File: src/rtl/if_stage.sv
// if_stage: MIPS instruction-fetch stage; owns the PC, talks to a variable-latency
// instruction memory and writes the IF/ID register (all-zero instruction = bubble).
// Ports:
//   clk, rst (async, active-low)      clock and reset
//   stall, branch, Jump               hazard stall and decode-stage redirects
//   branchAddr, jumpAddr              redirect targets from decode
//   imem_req/addr/ready/rdata         instruction-memory handshake
//   IF_ID_instr, IF_ID_PCout          IF/ID pipeline register (instr, its addr + 4)
//   pc                                current fetch PC
module if_stage #(
  parameter logic [31:0] RESET_PC = 32'h0000_0000
) (
  input  logic        clk,
  input  logic        rst,
  input  logic        stall,
  input  logic        branch,
  input  logic        Jump,
  input  logic [31:0] branchAddr,
  input  logic [31:0] jumpAddr,
  output logic        imem_req,
  output logic [31:0] imem_addr,
  input  logic        imem_ready,
  input  logic [31:0] imem_rdata,
  output logic [31:0] IF_ID_instr,
  output logic [31:0] IF_ID_PCout,
  output logic [31:0] pc
);
  typedef enum logic [1:0] {IDLE, FETCH, DRAIN} state_e;
  state_e      state_q;
  logic [31:0] pc_q, redir_pc_q, hold_instr_q, instr_q, pcout_q;
  logic        hold_valid_q;
  logic        redir, avail, unused_jump_hi;
  logic [31:0] target, pc_inc, fetch_data;
  // A filled hold buffer already owns the next instruction, so no new request is issued.
  assign imem_req       = (state_q == FETCH && !hold_valid_q) || state_q == DRAIN;
  assign imem_addr      = pc_q;
  assign pc             = pc_q;
  assign IF_ID_instr    = instr_q;
  assign IF_ID_PCout    = pcout_q;
  assign redir          = (branch | Jump) & ~stall;
  assign target         = branch ? branchAddr : {pcout_q[31:28], jumpAddr[27:0]};
  assign avail          = hold_valid_q | (imem_req & imem_ready & (state_q == FETCH));
  assign pc_inc         = pc_q + 32'd4;
  assign fetch_data     = hold_valid_q ? hold_instr_q : imem_rdata;
  assign unused_jump_hi = ^jumpAddr[31:28];
  always_ff @(posedge clk or negedge rst) begin
    if (!rst) begin
      state_q      <= IDLE;
      pc_q         <= RESET_PC;
      redir_pc_q   <= 32'd0;
      hold_valid_q <= 1'b0;
      hold_instr_q <= 32'd0;
      instr_q      <= 32'd0;
      pcout_q      <= 32'd0;
    end else begin
      case (state_q)
        IDLE: state_q <= FETCH;
        FETCH: begin
          if (stall) begin
            if (imem_ready && !hold_valid_q) begin
              hold_valid_q <= 1'b1;
              hold_instr_q <= imem_rdata;
            end
          end else if (redir) begin
            instr_q <= 32'd0;
            pcout_q <= 32'd0;
            // The in-flight request can only be abandoned once memory has answered it.
            if (imem_ready || hold_valid_q) begin
              pc_q         <= target;
              hold_valid_q <= 1'b0;
            end else begin
              redir_pc_q <= target;
              state_q    <= DRAIN;
            end
          end else if (avail) begin
            instr_q      <= fetch_data;
            pcout_q      <= pc_inc;
            pc_q         <= pc_inc;
            hold_valid_q <= 1'b0;
          end else begin
            instr_q <= 32'd0;
            pcout_q <= 32'd0;
          end
        end
        DRAIN: begin
          instr_q <= 32'd0;
          pcout_q <= 32'd0;
          if (redir) redir_pc_q <= target;
          if (imem_ready) begin
            pc_q    <= redir ? target : redir_pc_q;
            state_q <= FETCH;
          end
        end
        default: state_q <= IDLE;
      endcase
    end
  end
endmodule

File: config.mk
export PLATFORM = sky130hd
export DESIGN_NAME = if_stage
export DESIGN_NICKNAME = d
export VERILOG_FILES = /design/src/rtl/if_stage.sv
export SDC_FILE = /design/constraint.sdc
export NUM_CORES = 1
export LEC_CHECK = 0
export ABC_CLOCK_PERIOD_IN_PS = 2200
export BUFFER_PORTS_ARGS = -buffer_cell sky130_fd_sc_hd__buf_2
export CAP_MARGIN = 20
export CORE_UTILIZATION = 53
export CTS_CLUSTER_DIAMETER = 120
export DETAILED_ROUTE_END_ITERATION = 10
export PLACE_DENSITY = 0.89
export SYNTH_ARGS = -nofsm -noshare
export SYNTH_HDL_FRONTEND = slang
export SYNTH_SLANG_ARGS = --single-unit
File: constraint.sdc
create_clock -name clk -period 2.2 [get_ports clk]
set_input_delay 0.55 -clock clk [delete_from_list [all_inputs] [get_ports clk]]
set_output_delay 0.55 -clock clk [all_outputs]
set_load 0.03 [all_outputs]
* Yosys cells after proc, flatten, opt, wreduce, memory -nomap -nowiden
Cells that the tools add are included.
** Word-level totals
- Bits in registers :: 163
- Bits in latches :: 0
- RAM bits :: 0
- ROM bits :: 0
- Input bits :: 102
- Output and inout bits :: 129
- Logic and storage cells :: 69
- Memories :: 0
** Operators by class
- Add/subtract/negate cells :: 1
- Multipliers :: 0
- Div/mod/pow operators :: 0
- $lt $le $gt $ge :: 0
- Equality and inequality tests :: 10
- Shift-type cells :: 0
- Muxes and demuxes :: 31
- Bitwise operators :: 6
- Reductions and logical operators :: 14
** Operators by type and width (count)
- 32-bit two-way mux :: 17
- 32-bit one-hot mux with 2 select lines :: 4
- 32-bit by 3-bit adder with 32-bit output, second input constant :: 1
- 4-bit AND reduction :: 3
- 2-bit two-way mux :: 4
- 2-bit != test, second input constant :: 4
- 3-bit by 2-bit != test with 1-bit output, second input constant :: 2
- 2-bit one-hot mux with 3 select lines :: 1
- 1-bit two-way mux :: 5
- 5-bit AND reduction :: 1
- 1-bit AND :: 3
- 3-bit != test, second input constant :: 1
- 3-bit AND reduction :: 1
- 3-bit nonzero test :: 1
- 2-bit by 1-bit equality test with 1-bit output, second input constant :: 1
- 2-bit equality test, second input constant :: 1
- 1-bit logical AND :: 2
- 2-bit zero test :: 1
- 1-bit logical OR :: 2
- 2-bit by 1-bit != test with 1-bit output, second input constant :: 1
- 1-bit OR :: 2
- 2-bit AND reduction :: 1
- 2-bit nonzero test :: 1
- 1-bit zero test :: 1
- 1-bit NOT :: 1

* Logic depth before layout (Yosys ltp)
Gate-level depths: netlist of run 1.
- Depth after elaboration :: 10
- Gate-level depth with buffers :: 9
- Gate-level depth less buffers :: 7

* Worst setup path after synthesis of run 1
Ideal clock, no wire load.
- Kind :: register to register
- From :: register pc_q[2], in the netlist imem_addr[2]
- To :: register pc_q[22], in the netlist imem_addr[22]
- Setup time :: 126 ps
- Arrival :: 2072 ps
- Data required time :: 2074 ps
- Path slack :: 2 ps
- Stages on the path, launching flop included :: 7
- Buffers on the path :: 0
- Clock period less this slack :: 2198 ps
- Cells stage by stage :: dfrtp_1 ha_1 nand4_1 nor4_2 and3_1 o21ai_0 a221o_1
** On the way
- Word-level cells in the longest chain between the ends :: 5
** Ends and longest elaborated chain
- start, declared :: RTL line 30 : logic [31:0] pc_q, redir_pc_q, hold_instr_q, instr_q, pcout_q;
- start signal, assigned :: RTL line 69 : pc_q <= target;
- start signal, assigned :: RTL line 78 : pc_q <= pc_inc;
- start signal, assigned :: RTL line 90 : pc_q <= redir ? target : redir_pc_q;
- 32-bit by 3-bit adder with 32-bit output :: RTL line 43 : assign pc_inc = pc_q + 32'd4;
- 32-bit two-way mux :: RTL line 75 : end else if (avail) begin
- 32-bit two-way mux :: RTL line 64 : end else if (redir) begin
- 32-bit two-way mux :: RTL line 59 : if (stall) begin
- 32-bit one-hot mux with 2 select lines :: RTL line 56 : case (state_q)
Every way passes these cells. The select of a mux whose other input is x is not followed.
A chain may end at the register's enable or synchronous reset.

* Worst setup path in the final report of run 1
- From :: register state_q[0]
- To :: output imem_req
** On the way
- Word-level cells in the longest chain between the ends :: 3
- Elaborated cells on any way between the ends :: 4
- Classes of those cells :: eq/ne (2); reduce/logical (2)
** Ends and longest elaborated chain
- start, declared :: RTL line 29 : state_e state_q;
- start signal, assigned :: RTL line 48 : state_q <= IDLE;
- start signal, assigned :: RTL line 57 : IDLE: state_q <= FETCH;
- start signal, assigned :: RTL line 73 : state_q <= DRAIN;
- 2-bit by 1-bit equality test with 1-bit output :: RTL line 35 : assign imem_req = (state_q == FETCH && !hold_valid_q) || state_q == DRAIN;
- 1-bit logical AND :: RTL line 35
- 1-bit logical OR (*) :: RTL line 35
- end, declared :: RTL line 20 : output logic imem_req,
Mark *: on every way between the ends. The rest lies on a longest branch, timed or not.

==> run summary, run 1 <==
Status -> finished, final reports clean
I/O pin count -> 231
Gp weighted congestion -> 0.8859
Worst-path clk slew -> 0.06 ns
Synth Flop Type -> dfrtp_1
FMAX -> 0.4698 GHz
Slew HR -> 0.6137
Vias -> 7,556
Peak supply drop -> 0.9908 mV
Pins Over Slew Limit -> 0
CP max stage cell -> dfrtp_2
DRC Markers -> 0
Total die area -> 0.01636 mm²
Clk root buf -> clkbuf_16
Post-Synthesis Cells -> 853
Crit Path Category -> reg -> out
Syn Std Cell Area -> 0.008401 mm²
Cts-stage hold buffer count -> 0
Longest Clk Path Bufs -> 2
Worst reg2reg startpoint -> state_q[1]
Arrival time at the worst endpoint -> 1.58 ns
Worst reg2reg endpoint -> imem_addr[31]
Slew @ Worst Pin -> 0.5794 ns
Clock power frac -> 0.174
Setup violations, final -> 0
Sw power -> 0.008470 W
CP max FO -> 15
Die width -> 127.9 µm
CTS tree -> built
Die span in y -> 127.9 µm
Switching Share -> 0.4653
PwrDens -> 1735 mW/mm²
DR WL/cell -> 18.64 µm
H-tree depth -> 4
Flop2flop setup slack -> 0.17 ns
Std-Cell Rows -> 45
Max-Cap Viols -> 0
Post-synth cell types -> 63
Gr ovfl total -> 0
Clock skew -> 0.005933 ns
Crit-path max cell delay -> 0.43 ns
Synth warn -> 0
Final Hold Viols -> 0
Period minus WS final -> 2.128 ns
Int Pwr -> 0.009735 W
Starting density of the core -> 0.5485
Proportion of layout cells with a drive suffix above 1 -> 0.3399
Placed Area -> 0.009751 mm²
Asr flop ratio synth -> 1.000
Setup TNS -> 0 ns
1st-iter DRT viols -> 675
Worst skew pair latency -> 0.43 ns
Post-synth EDFFs -> 0
Sequential cell area fraction in the yosys report -> 0.4856
GRT Total Usage -> 0.3013
Number of global-route vias before repair -> 7,302
Core ar. -> 0.01531 mm²
Routed vias/inst -> 5.885
Largest net degree at the start of global routing -> 58
Post-layout net count -> 1,166
Setup crit end kind -> output pin
Total Wirelength -> 23,940 µm
Final Hold Slack -> 0.07325 ns
Finished Cell Area -> 0.01049 mm²
I/O Buffers -> 226
#FFs+latches synth -> 163
CTS Buf Count -> 17
Antenna viol nets, final -> 0
Initial antenna violation count -> 1
First-pass GRT wire length -> 37,450 µm
Period utilization -> 0.9675
Combinational share of power -> 0.527
Clock net sink count -> 163
Mean Syn Cell Area -> 9.848 µm²
Share of power burned in registers -> 0.300
CP Data Required Time -> 1.65 ns
CP startpoint kind -> register
Cell leakage power -> 5.044 nW
Tightest Hold Check Type -> in -> async
DP Wirelength -> 16,480 µm
Crit-path cells -> inv_2 > ha_4 > buf_12 > a21o_1 > clkbuf_4
1st-pass router iterations -> 6
Syn Nets -> 960
Area Overhead vs Synth -> 24.87%
Worst Reg-to-Reg Cells -> 8
Post-route core utilization -> 0.6850
-- metal layers --
metal  global-route usage  vias up  part of all wire
met1               0.3811     3617              0.40
met5                    0        -                 0
met3              0.06845      112             0.083
met2               0.4719      418              0.47
li1                     -     3409                 -
met4               0.1862        0             0.051
-- registers in the layout, indices dropped and copies added, names as in the netlist --
signal and cells:
IF_ID_PCout 32, IF_ID_instr 32, hold_instr_q 32, hold_valid_q 1
imem_addr 32, redir_pc_q 32, state_q 2
-- logic make-up (layout without fill, tap and decap cells) --
kind of cell,after synthesis,count (layout),share of synthesized area
muxes,103,103,0.1281
other,0,2,0
AOI/OAI and AO/OA,212,212,0.1515
xor gates and xnor gates,26,26,0.02711
DFF,163,163,0.4856
and+or+nand+nor,238,238,0.1358
buffers and inverters,106,324,0.06449
adders and majority gates,5,5,0.007447
-- cells in the final DEF (no fill, tap or decap), types with 3 or more instances in the layout --
master / netlist / routed
or3_1: 7 / 6
bufinv_16: 0 / 4
dfrtp_1: 163 / 161
buf_4: 32 / 46
a22o_1: 6 / 6
buf_2: 18 / 224
mux2i_1: 67 / 67
o2bb2ai_1: 3 / 3
buf_12: 0 / 6
a221o_1: 5 / 5
clkbuf_16: 0 / 17
clkinv_2: 0 / 4
a31oi_1: 6 / 6
xor2_1: 10 / 10
and3_1: 10 / 10
inv_1: 14 / 13
o21ai_0: 89 / 89
clkbuf_8: 0 / 3
and2_1: 7 / 7
o31ai_1: 5 / 5
nand4_1: 13 / 13
a21oi_1: 57 / 57
o21a_1: 3 / 3
nor3_1: 11 / 10
a21o_1: 4 / 4
nor4_1: 4 / 4
and4_1: 3 / 3
nand3_1: 25 / 25
nor2_1: 59 / 59
ha_1: 5 / 3
a211oi_1: 3 / 3
mux2_2: 36 / 36
o22ai_1: 3 / 3
o22a_1: 5 / 5
xnor2_1: 16 / 16
nand2_1: 86 / 85
-- through the flow --
stage | instances | worst slack, ns | power, W
6_report | 1284 | 0.07154 | 0.01820
3_3_place_gp | 1246 | 0.08818 | 0.01435
2_1_floorplan | 853 | 0.002128 | 0.01206
5_1_grt | 1283 | -0.002153 | 0.01919
4_1_cts | 1279 | 0.02153 | 0.01808
3_5_place_dp | 1246 | 0.03582 | 0.01474
-- how the worst max path moves through the flow --
stage / end / slack [ns] / start / depth (start not counted)
after global placement: IF_ID_PCout[22] / 0.09 / branch / 6
after detailed placement: IF_ID_PCout[22] / 0.04 / branch / 6
after CTS: imem_req / 0.02 / state_q[0] / 5
after global routing: imem_addr[5] / -0.002 / state_q[1] / 8
after floorplan: imem_addr[22] / 0.002 / imem_addr[2] / 6
final: imem_req / 0.07 / state_q[0] / 5
-- synthesized netlist by cell type, types with 5 or more instances --
master,instances,area share
a21oi_1,57,0.034
a221o_1,5,0.0060
a22o_1,6,0.0063
a31oi_1,6,0.0045
and2_1,7,0.0052
and3_1,10,0.0074
buf_2,18,0.011
buf_4,32,0.029
clkbuf_1,41,0.018
dfrtp_1,163,0.49
ha_1,5,0.0074
inv_1,14,0.0063
mux2_2,36,0.048
mux2i_1,67,0.080
nand2_1,86,0.038
nand3_1,25,0.015
nand4_1,13,0.0097
nor2_1,59,0.026
nor3_1,11,0.0066
o21ai_0,89,0.053
o22a_1,5,0.0052
o31ai_1,5,0.0045
or3_1,7,0.0052
xnor2_1,16,0.017
xor2_1,10,0.010
-- power by group through the flow --
stage / Sequential [W] / Clock [W] / Combinational, W
finish: 0.00546 / 0.00316 / 0.00959
global route: 0.00563 / 0.00331 / 0.0103
CTS: 0.00543 / 0.00318 / 0.00946
detailed placement: 0.00547 / 0 / 0.00927
global placement: 0.00537 / 0 / 0.00899
floorplan: 0.00671 / 0 / 0.00535
-- layout make-up --
class | count | area [µm²]
Antenna cell | 2 | 5.005
Fill cell | 1192 | 4825
Clock buffer | 21 | 470.5
Inverter | 14 | 52.55
Tap cell | 211 | 264.0
Multi-Input combinational cell | 584 | 3824
Clock inverter | 10 | 155.1
Sequential cell | 163 | 4081
Timing Repair Buffer | 279 | 1638
-- what timing repair did --
item                       CTS  global route
resized for setup            6             5
buffers inserted             1             3
gates cloned                 1             0
setup endpoints to repair    1             9
pin swaps                    0             1
-- critical path: cells and delay by family (launching register included) --
| kind | cells | cell delay, ns |
|---|---|---|
| buffers and inverters | 3 | 0.43 |
| adders and majority gates | 1 | 0.18 |
| DFF | 1 | 0.43 |
| AOI/OAI and AO/OA | 1 | 0.10 |
(Power assumes the default switching activity.)
==> inputs of run 2 (changes only) <==
- ABC_CLOCK_PERIOD_IN_PS: 2200 -> 1770
- CAP_MARGIN: 20 -> 30
- CORE_UTILIZATION: 53 -> 48
- PLACE_DENSITY: 0.89 -> 0.85
- clock period: 2.2 -> 1.77 ns (I/O delays scaled with it)
==> run 2 against run 1 <==
  * The flow now finishes with violations (setup timing)
  * Clock power rose by 25%
  * Count of clock-buffer cells in the layout did not move
  * Die area rose by 10%
  * Power rose by 54%
  * Cell count rose by 8.6%
==> run summary, run 2 (synthesized netlist as in run 1, its figures left out) <==
Pins Over Slew Limit -> 0 (unchanged)
Final Hold Slack -> 0.2610 ns (was 0.07325 ns)
CTS Buf Count -> 17 (unchanged)
H-tree depth -> 4 (unchanged)
Finished Cell Area -> 0.01226 mm² (was 0.01049 mm²)
Final Hold Viols -> 0 (unchanged)
Worst-path clk slew -> 0.07 ns (was 0.06 ns)
Routed vias/inst -> 6.144 (was 5.885)
Clock skew -> 0.01477 ns (was 0.005933 ns)
Most frequent cells in the layout -> 225 x buf_2, 141 x dfrtp_1, 101 x buf_4, 83 x nand2_1, 67 x mux2i_1 (was 224 x buf_2, 161 x dfrtp_1, 89 x o21ai_0, 85 x nand2_1, 67 x mux2i_1)
Peak supply drop -> 1.168 mV (was 0.9908 mV)
Post-layout net count -> 1,263 (was 1,166)
Tightest Hold Check Type -> in -> reg (was in -> async)
Slew @ Worst Pin -> 0.6036 ns (was 0.5794 ns)
Placed Area -> 0.01036 mm² (was 0.009751 mm²)
Cell leakage power -> 5.783 nW (was 5.044 nW)
Commonest non-fill, non-tap cell in the layout -> buf_2 (unchanged)
Clk root buf -> clkbuf_16 (unchanged)
GRT Total Usage -> 0.3105 (was 0.3013)
DR WL/cell -> 22.11 µm (was 18.64 µm)
Gr ovfl total -> 0 (unchanged)
1st-iter DRT viols -> 830 (was 675)
Post-route core utilization -> 0.7137 (was 0.6850)
Worst skew pair latency -> 0.43 ns (about the same)
Filler cells -> 1,133 (was 1,192)
Vias -> 8,571 (was 7,556)
DRC Markers -> 0 (unchanged)
CP startpoint kind -> register (unchanged)
Core ar. -> 0.01718 mm² (was 0.01531 mm²)
Fin cells -> 1,395 (was 1,284)
Initial antenna violation count -> 4 (was 1)
Die width -> 134.3 µm (was 127.9 µm)
Period minus WS final -> 2.124 ns
Std-Cell Rows -> 48 (was 45)
DP Wirelength -> 17,400 µm (was 16,480 µm)
CP max FO -> 7 (was 15)
Clock net sink count -> 163 (unchanged)
CP Data Required Time -> 2.08 ns (was 1.65 ns)
Final setup margin -> -0.3538 ns (was 0.07154 ns)
Setup violations, final -> 126 (was 0)
Max-Cap Viols -> 0 (unchanged)
Setup crit end kind -> register (was output pin)
Crit Path Category -> reg -> reg (was reg -> out)
Number of global-route vias before repair -> 8,239 (was 7,302)
1st-pass router iterations -> 6 (unchanged)
CTS tree -> built (unchanged)
Gp weighted congestion -> 0.8953 (was 0.8859)
Arrival time at the worst endpoint -> 2.43 ns (was 1.58 ns)
Total Wirelength -> 30,840 µm (was 23,940 µm)
Placed cell count -> 1,321 (was 1,246)
Pwr Total -> 0.02810 W (was 0.01820 W)
First-pass GRT wire length -> 43,070 µm (was 37,450 µm)
Period utilization -> 1.200
Slew HR -> 0.5933 (was 0.6137)
Area Overhead vs Synth -> 45.92% (was 24.87%)
Total die area -> 0.01803 mm² (was 0.01636 mm²)
Antenna viol nets, final -> 0 (unchanged)
Starting density of the core -> 0.4891 (was 0.5485)
Violated checks -> setup timing
Die span in y -> 134.3 µm (was 127.9 µm)
PwrDens -> 2292 mW/mm² (was 1735 mW/mm²)
FMAX -> 0.4709 GHz
Largest net degree at the start of global routing -> 40 (was 58)
Status -> finished with violations (was finished, final reports clean)
RSZ-0062 raised after global routing -> true
I/O Buffers -> 226 (unchanged)
I/O pin count -> 231 (unchanged)
Proportion of layout cells with a drive suffix above 1 -> 0.5124 (was 0.3399)
Longest Clk Path Bufs -> 2 (unchanged)
-- run 2: cell types whose count changed in the layout (fill, tap and decap cells not counted), moves of 22 or more --
cell,change
o21ai_0,-61
buf_4,+55
a21oi_1,-33
nor2_1,-33
a21oi_2,+32
o21ai_2,+31
o21ai_1,+28
nor2_4,+22
-- run 2: where the power goes --
part / switching (W) / leakage [nW] / total, W / internal (W)
registers: 0.00138 / 1.99 / 0.00690 / 0.00552
logic: 0.0101 / 3.50 / 0.0172 / 0.00710
clock network: 0.00162 / 0.300 / 0.00396 / 0.00234
total: 0.0131 / 5.78 / 0.0281 / 0.0150
-- run 2: per-stage QoR --
step | worst slack [ns] | TNS [ns]
finish | -0.3538 | -12.27
global route | -0.4025 | -17.48
CTS | -0.2301 | -12.77
detailed placement | -0.2315 | -15.30
global placement | -0.1379 | -10.06
floorplan | -0.07209 | -0.2585
-- run 2: area by class of cell --
type                            instances  area [µm²]  area share
Antenna cell                            1       2.502   0.0002041
Clock buffer                           21       470.5     0.03838
Clock inverter                         11       150.1     0.01225
Inverter                               14       55.05    0.004491
Multi-Input combinational cell        584        4412      0.3599
Sequential cell                       163        4106      0.3350
Tap cell                              225       281.5     0.02297
Timing Repair Buffer                  376        2780      0.2268
-- run 2: layer usage --
layer,GRT usage,up-vias,routed length [µm]
li1,-,3604,-
met1,0.3656,4125,11090
met2,0.5296,655,14800
met5,0,-,40
met3,0.08541,181,3207
met4,0.1380,6,1696
-- run 2: final timing paths --
kind | startpoint | endpoint | slack, ns | depth (start not counted)
hold / removal | imem_rdata[5] | hold_instr_q[5] | 0.26 | 2
min in group asynchronous | rst | IF_ID_PCout[18] | 0.51 | 2
max in group asynchronous | rst | hold_valid_q | 0.64 | 3
setup reg to reg | state_q[0] | imem_addr[29] | -0.35 | 10
hold reg to reg | IF_ID_PCout[16] | IF_ID_PCout[16] | 0.47 | 2
setup / recovery | state_q[0] | imem_addr[29] | -0.35 | 10
-- run 2: what timing repair did --
item                                    CTS  global route
hold buffers                              1             0
pin swaps                                33             7
gates cloned                              7             6
endpoints found under the setup margin  118           129
setup buffers                            19             9
gates resized for setup                 148           107
endpoints found under the hold margin    34             0
-- run 2: critical path: stages, from the launching register on --
cell and delay [ns]:
dfrtp_2 0.42, inv_2 0.07, ha_4 0.17, buf_12 0.12
buf_8 0.12, buf_12 0.14, buf_12 0.13, o21ai_0 0.23
nand4_1 0.25, mux2i_1 0.25, nor3_1 0.09
